$ cat src/rtl/mem_bus_arbiter.sv
// mem_bus_arbiter
// Shares one single-ported memory interface between the I-cache and D-cache
// buses. D-side wins ties, but after D_MAX consecutive D grants with an I
// request waiting, I gets the port. A watchdog aborts an access that sees no
// mem_ack within TIMEOUT cycles and answers the owner with ERR_DATA.
//
// Ports
//   Clk, Rst                  clock, synchronous active-high reset
//   Icache_bus_out / Dcache_bus_out  requests {req, we, addr[31:0], wdata[31:0]}
//   Icache_bus_in  / Dcache_bus_in   responses {ack, rdata[31:0]}, ack is 1 cycle
//   mem_req/we/addr/wdata     memory request, held until mem_ack
//   mem_ack, mem_rdata        memory completion pulse and read data
//   o_busy                    high in BUSY or RESP
//   o_grant                   01 = I owns the port, 10 = D owns it, 00 = idle
//   o_timeout_err             sticky watchdog flag, cleared only by Rst
//
// state  | meaning
// -------+-----------------------------------------------------------
// S_IDLE | port free, both request bits sampled for arbitration
// S_BUSY | access outstanding at memory, mem_* fields held
// S_RESP | one-cycle ack pulse to the owner, then back to idle
module mem_bus_arbiter #(
  parameter int unsigned D_MAX    = 4,
  parameter int unsigned TIMEOUT  = 255,
  parameter logic [31:0] ERR_DATA = 32'hDEADBEEF
) (
  input  logic        Clk,
  input  logic        Rst,
  input  logic [65:0] Icache_bus_out,
  output logic [32:0] Icache_bus_in,
  input  logic [65:0] Dcache_bus_out,
  output logic [32:0] Dcache_bus_in,
  output logic        mem_req,
  output logic        mem_we,
  output logic [31:0] mem_addr,
  output logic [31:0] mem_wdata,
  input  logic        mem_ack,
  input  logic [31:0] mem_rdata,
  output logic        o_busy,
  output logic [1:0]  o_grant,
  output logic        o_timeout_err
);

  typedef enum logic [1:0] {
    S_IDLE = 2'd0,
    S_BUSY = 2'd1,
    S_RESP = 2'd2
  } state_e;

  localparam logic [3:0] DMAX_C   = 4'(D_MAX);
  // Abort fires in the TIMEOUT-th BUSY cycle, i.e. when TIMEOUT-1 cycles
  // have already gone by without mem_ack.
  localparam logic [7:0] TMO_LAST = 8'(TIMEOUT - 1);

  state_e      state_q, state_d;
  logic        own_d_q, own_d_d;  // 1 = D owns the current access
  logic        mem_req_q, mem_req_d;
  logic        mem_we_q, mem_we_d;
  logic [31:0] mem_addr_q, mem_addr_d;
  logic [31:0] mem_wdata_q, mem_wdata_d;
  logic [32:0] ibus_q, ibus_d;
  logic [32:0] dbus_q, dbus_d;
  logic [1:0]  grant_q, grant_d;
  logic [3:0]  starve_q, starve_d;
  logic [7:0]  tmo_q, tmo_d;
  logic        terr_q, terr_d;

  logic        i_req, d_req;
  logic [31:0] resp_data;

  assign i_req     = Icache_bus_out[65];
  assign d_req     = Dcache_bus_out[65];
  assign resp_data = mem_we_q ? 32'h0 : mem_rdata;

  always_comb begin
    state_d     = state_q;
    own_d_d     = own_d_q;
    mem_req_d   = mem_req_q;
    mem_we_d    = mem_we_q;
    mem_addr_d  = mem_addr_q;
    mem_wdata_d = mem_wdata_q;
    ibus_d      = ibus_q;
    dbus_d      = dbus_q;
    grant_d     = grant_q;
    starve_d    = starve_q;
    tmo_d       = tmo_q;
    terr_d      = terr_q;

    case (state_q)
      S_IDLE: begin
        if (!i_req) starve_d = '0;
        if (d_req && (!i_req || starve_q < DMAX_C)) begin
          own_d_d     = 1'b1;
          grant_d     = 2'b10;
          mem_we_d    = Dcache_bus_out[64];
          mem_addr_d  = Dcache_bus_out[63:32];
          mem_wdata_d = Dcache_bus_out[31:0];
          mem_req_d   = 1'b1;
          tmo_d       = '0;
          state_d     = S_BUSY;
          // D can only win over a waiting I while below D_MAX, so this
          // increment saturates at D_MAX by construction.
          if (i_req) starve_d = starve_q + 4'd1;
        end else if (i_req) begin
          own_d_d     = 1'b0;
          grant_d     = 2'b01;
          mem_we_d    = Icache_bus_out[64];
          mem_addr_d  = Icache_bus_out[63:32];
          mem_wdata_d = Icache_bus_out[31:0];
          mem_req_d   = 1'b1;
          tmo_d       = '0;
          starve_d    = '0;
          state_d     = S_BUSY;
        end
      end

      S_BUSY: begin
        if (mem_ack) begin
          mem_req_d = 1'b0;
          state_d   = S_RESP;
          if (own_d_q) dbus_d = {1'b1, resp_data};
          else         ibus_d = {1'b1, resp_data};
        end else if (tmo_q == TMO_LAST) begin
          mem_req_d = 1'b0;
          terr_d    = 1'b1;
          state_d   = S_RESP;
          if (own_d_q) dbus_d = {1'b1, ERR_DATA};
          else         ibus_d = {1'b1, ERR_DATA};
        end else begin
          tmo_d = tmo_q + 8'd1;
        end
      end

      S_RESP: begin
        ibus_d  = '0;
        dbus_d  = '0;
        grant_d = 2'b00;
        state_d = S_IDLE;
      end

      default: state_d = S_IDLE;
    endcase
  end

  always_ff @(posedge Clk) begin
    if (Rst) begin
      state_q     <= S_IDLE;
      own_d_q     <= 1'b0;
      mem_req_q   <= 1'b0;
      mem_we_q    <= 1'b0;
      mem_addr_q  <= '0;
      mem_wdata_q <= '0;
      ibus_q      <= '0;
      dbus_q      <= '0;
      grant_q     <= 2'b00;
      starve_q    <= '0;
      tmo_q       <= '0;
      terr_q      <= 1'b0;
    end else begin
      state_q     <= state_d;
      own_d_q     <= own_d_d;
      mem_req_q   <= mem_req_d;
      mem_we_q    <= mem_we_d;
      mem_addr_q  <= mem_addr_d;
      mem_wdata_q <= mem_wdata_d;
      ibus_q      <= ibus_d;
      dbus_q      <= dbus_d;
      grant_q     <= grant_d;
      starve_q    <= starve_d;
      tmo_q       <= tmo_d;
      terr_q      <= terr_d;
    end
  end

  assign Icache_bus_in = ibus_q;
  assign Dcache_bus_in = dbus_q;
  assign mem_req       = mem_req_q;
  assign mem_we        = mem_we_q;
  assign mem_addr      = mem_addr_q;
  assign mem_wdata     = mem_wdata_q;
  assign o_grant       = grant_q;
  assign o_busy        = (state_q != S_IDLE);
  assign o_timeout_err = terr_q;

endmodule

$ cat config.mk
export PLATFORM = sky130hd
export DESIGN_NAME = mem_bus_arbiter
export DESIGN_NICKNAME = d
export VERILOG_FILES = /design/src/rtl/mem_bus_arbiter.sv
export SDC_FILE = /design/constraint.sdc
export NUM_CORES = 1
export LEC_CHECK = 0
export CAP_MARGIN = 5
export CORE_UTILIZATION = 45
export CTS_BUF_LIST = sky130_fd_sc_hd__clkbuf_2 sky130_fd_sc_hd__clkbuf_4 sky130_fd_sc_hd__clkbuf_8
export DETAILED_ROUTE_END_ITERATION = 16
export GPL_ROUTABILITY_DRIVEN = 0
export GPL_TIMING_DRIVEN = 1
export PLACE_DENSITY = 0.95
export SYNTH_ARGS = -nofsm -noshare
export SYNTH_HDL_FRONTEND = slang
export SYNTH_SLANG_ARGS = --single-unit
$ cat constraint.sdc
create_clock -name Clk -period 2.5 [get_ports Clk]
set_input_delay 0.5 -clock Clk [delete_from_list [all_inputs] [get_ports Clk]]
set_output_delay 0.5 -clock Clk [all_outputs]
set_load 0.01 [all_outputs]
==> results.cfg, run 1 <==
[global_route]
grt_pass1_wl_mm = 31.4
gr-total-overflow = 0
first_global_vias = 6219
track_usage = 0.286
grt_max_degree = 67
antenna_found_initial = 0

[clock_network]
path_clk_slew_ps = 80
hold_buffers = 0
clockRootBuffer = clkbuf_8
post_cts_resized = 0
clockBufferDepth = 2
cts_tree = done
postCtsSetupBuffers = 0
htree_levels = 4
numCtsBuffers = 17
cts_sinks = 150
clkLatencyLatePin_ps = 440

[setup_path]
cp-end-kind = output port
cp_data_arrival_time_ps = 1880
crit_type = flip-flop to output port
cp.required_ps = 2000
cp_max_fo = 8
critPathLaunchType = flip-flop

[job]
drv_cap = 0

[power]
power.leakage_nw = 3.81
vdd_ir_drop_max_v = 0.000435
p_per_area_nw_per_um2 = 608

[logic_synthesis]
synth_seq_cells = 150
synth_edf_count = 0
synthCells = 694
synthDistinctLibCells = 45
postSynthAreaPerCell_sq_um = 8.78
netlist_area_sq_um = 6090
synth_ff_type = dfxtp_1
synth_top_area_cell = dfxtp_1
syn-num-nets = 864
ys_async_sr_fraction = 0
ys_seq_area_frac = 0.493
yosysTopAreaCellShare = 0.493
synth_top_cells_by_area = dfxtp_1, mux2i_1, nand2_1
yosysWarnings = 0

[detailed_routing]
drtIter0Drc = 623
viasPerCell = 5.44
vias = 6358
wl_per_cell_um = 17.2
ant_nets = 0
drcViolationCount = 0
wirelength_mm = 20.2
first_pass_iters = 5

[die]
die_x_um = 118
rows = 42
die_height_um = 118
io_pins = 303
start_util = 0.460
dieArea_sq_um = 14000
core-area_sq_um = 13200

[final_layout]
layout-drive-gt1-share = 0.0645
area_growth_pct = 60.4
layout_commonest_cell = clkdlybuf4s50_1
multi_input_area_sq_um = 2740
n_antenna_cell = 0
nNetsFinal = 1151
stdcell_count = 1169
regArea_sq_um = 3000
num-fill-cells = 902
mostFrequentLayoutCells = clkdlybuf4s50_1, nand2_1, dfxtp_1

[min_path]
hp-class = flip-flop to flip-flop

[timing]
fin_crit_ps = 2380
hold_viol = 0
max_slew_margin = 0.552
rsz0062_at_grt = false
maxSlewViolCount = 0
fmax_mhz = 420
setup_tns_ps = 0
tightest_slew_ps = 673
setup-violations-final = 0
skew_ps = 17.2
fin_crit_sh = 0.951

[status]
run_status = completed

[place]
hpwl_mm = 14.6
numPortBuffers = 302
placedCellCount = 1138
[kinds of logic (layout without fill, tap and decap cells)]
logic type,Yosys count,after routing,synth area share
DFF,150,150,0.493
AOI/OAI and AO/OA,187,187,0.190
muxes,64,64,0.105
adders and majority gates,3,3,0.00616
and+or+nand+nor,206,206,0.144
buffers and inverters,84,383,0.0612
[power by group]
group	switching, mW	total [mW]	internal, mW
Combinational	0.568	1.26	0.687
Clock	0.875	2.06	1.18
Sequential	0.0903	2.63	2.54
Total	1.53	5.94	4.41
[path summary, 6_finish.rpt]
kind / start / endpoint / slack, ps / cells after the start
setup / recovery: state_q[1] / o_busy / 120 / 3
hold / removal: Dcache_bus_in[24] / Dcache_bus_in[24] / 460 / 2
hold reg to reg: Dcache_bus_in[24] / Dcache_bus_in[24] / 460 / 2
setup reg to reg: tmo_q[0] / Dcache_bus_in[17] / 500 / 7
[synth_stat cells (4+ instances only)]
master	number
o21ai_1	5
nor3_1	4
clkbuf_1	29
buf_2	13
dfxtp_1	150
mux2i_1	64
nand4_1	4
nand3_1	5
a22oi_1	65
a21oi_1	76
nand2_1	166
nor2_1	10
buf_4	5
o21ai_0	25
inv_1	29
[registers in the layout, indices dropped and copies added, names as in the netlist]
register,flops
Dcache_bus_in,33
Icache_bus_in,33
mem_addr,32
mem_wdata,32
tmo_q,8
starve_q,4
o_grant,2
state_q,2
mem_req,1
mem_we,1
o_timeout_err,1
own_d_q,1
[worst max-delay path, cell delays in order (launching register included)]
cell             delay, ps
dfxtp_1                360
nor2_1                 370
inv_2                  180
clkdlybuf4s50_1        530
[metal layers]
metal	global-route usage	vias up	part of all wire	wire length, um
li1	-	2989	-	-
met1	0.303	2981	0.37	7420
met2	0.509	332	0.51	10200
met3	0.0811	56	0.083	1670
met4	0.158	0	0.042	852
met5	0	-	0	0
[metrics by stage]
step	hold slack [ps]	power (mW)	utilization	setup slack, ps	cell area (sq um)
6_report	463	5.94	0.738	121	9770
5_1_grt	482	6.17	0.738	17.9	9770
4_1_cts	463	5.97	0.738	92.5	9770
3_5_place_dp	450	3.94	0.705	185	9330
3_3_place_gp	441	3.90	0.705	232	9330
2_1_floorplan	436	3.19	-	664	6090
[final cells by class]
type,count,share of cell area
Tap cell,176,0.0225
Inverter,31,0.0119
Clock buffer,23,0.0298
Multi-Input combinational cell,460,0.281
Clock inverter,8,0.0151
Sequential cell,150,0.307
Timing Repair Buffer,321,0.332
Power figures use the tool's default switching activity.
==> inputs of run 2 (changes only) <==
--- a/config.mk
+++ b/config.mk
@@ -8,10 +8,12 @@
 export CAP_MARGIN = 5
 export CORE_UTILIZATION = 45
 export CTS_BUF_LIST = sky130_fd_sc_hd__clkbuf_2 sky130_fd_sc_hd__clkbuf_4 sky130_fd_sc_hd__clkbuf_8
+export CTS_CLUSTER_SIZE = 24
 export DETAILED_ROUTE_END_ITERATION = 16
 export GPL_ROUTABILITY_DRIVEN = 0
 export GPL_TIMING_DRIVEN = 1
 export PLACE_DENSITY = 0.95
+export SKIP_CTS_REPAIR_TIMING = 1
 export SYNTH_ARGS = -nofsm -noshare
 export SYNTH_HDL_FRONTEND = slang
 export SYNTH_SLANG_ARGS = --single-unit
==> results of run 2 <==
Final layout, timing and power as in run 1 (identical DEF).
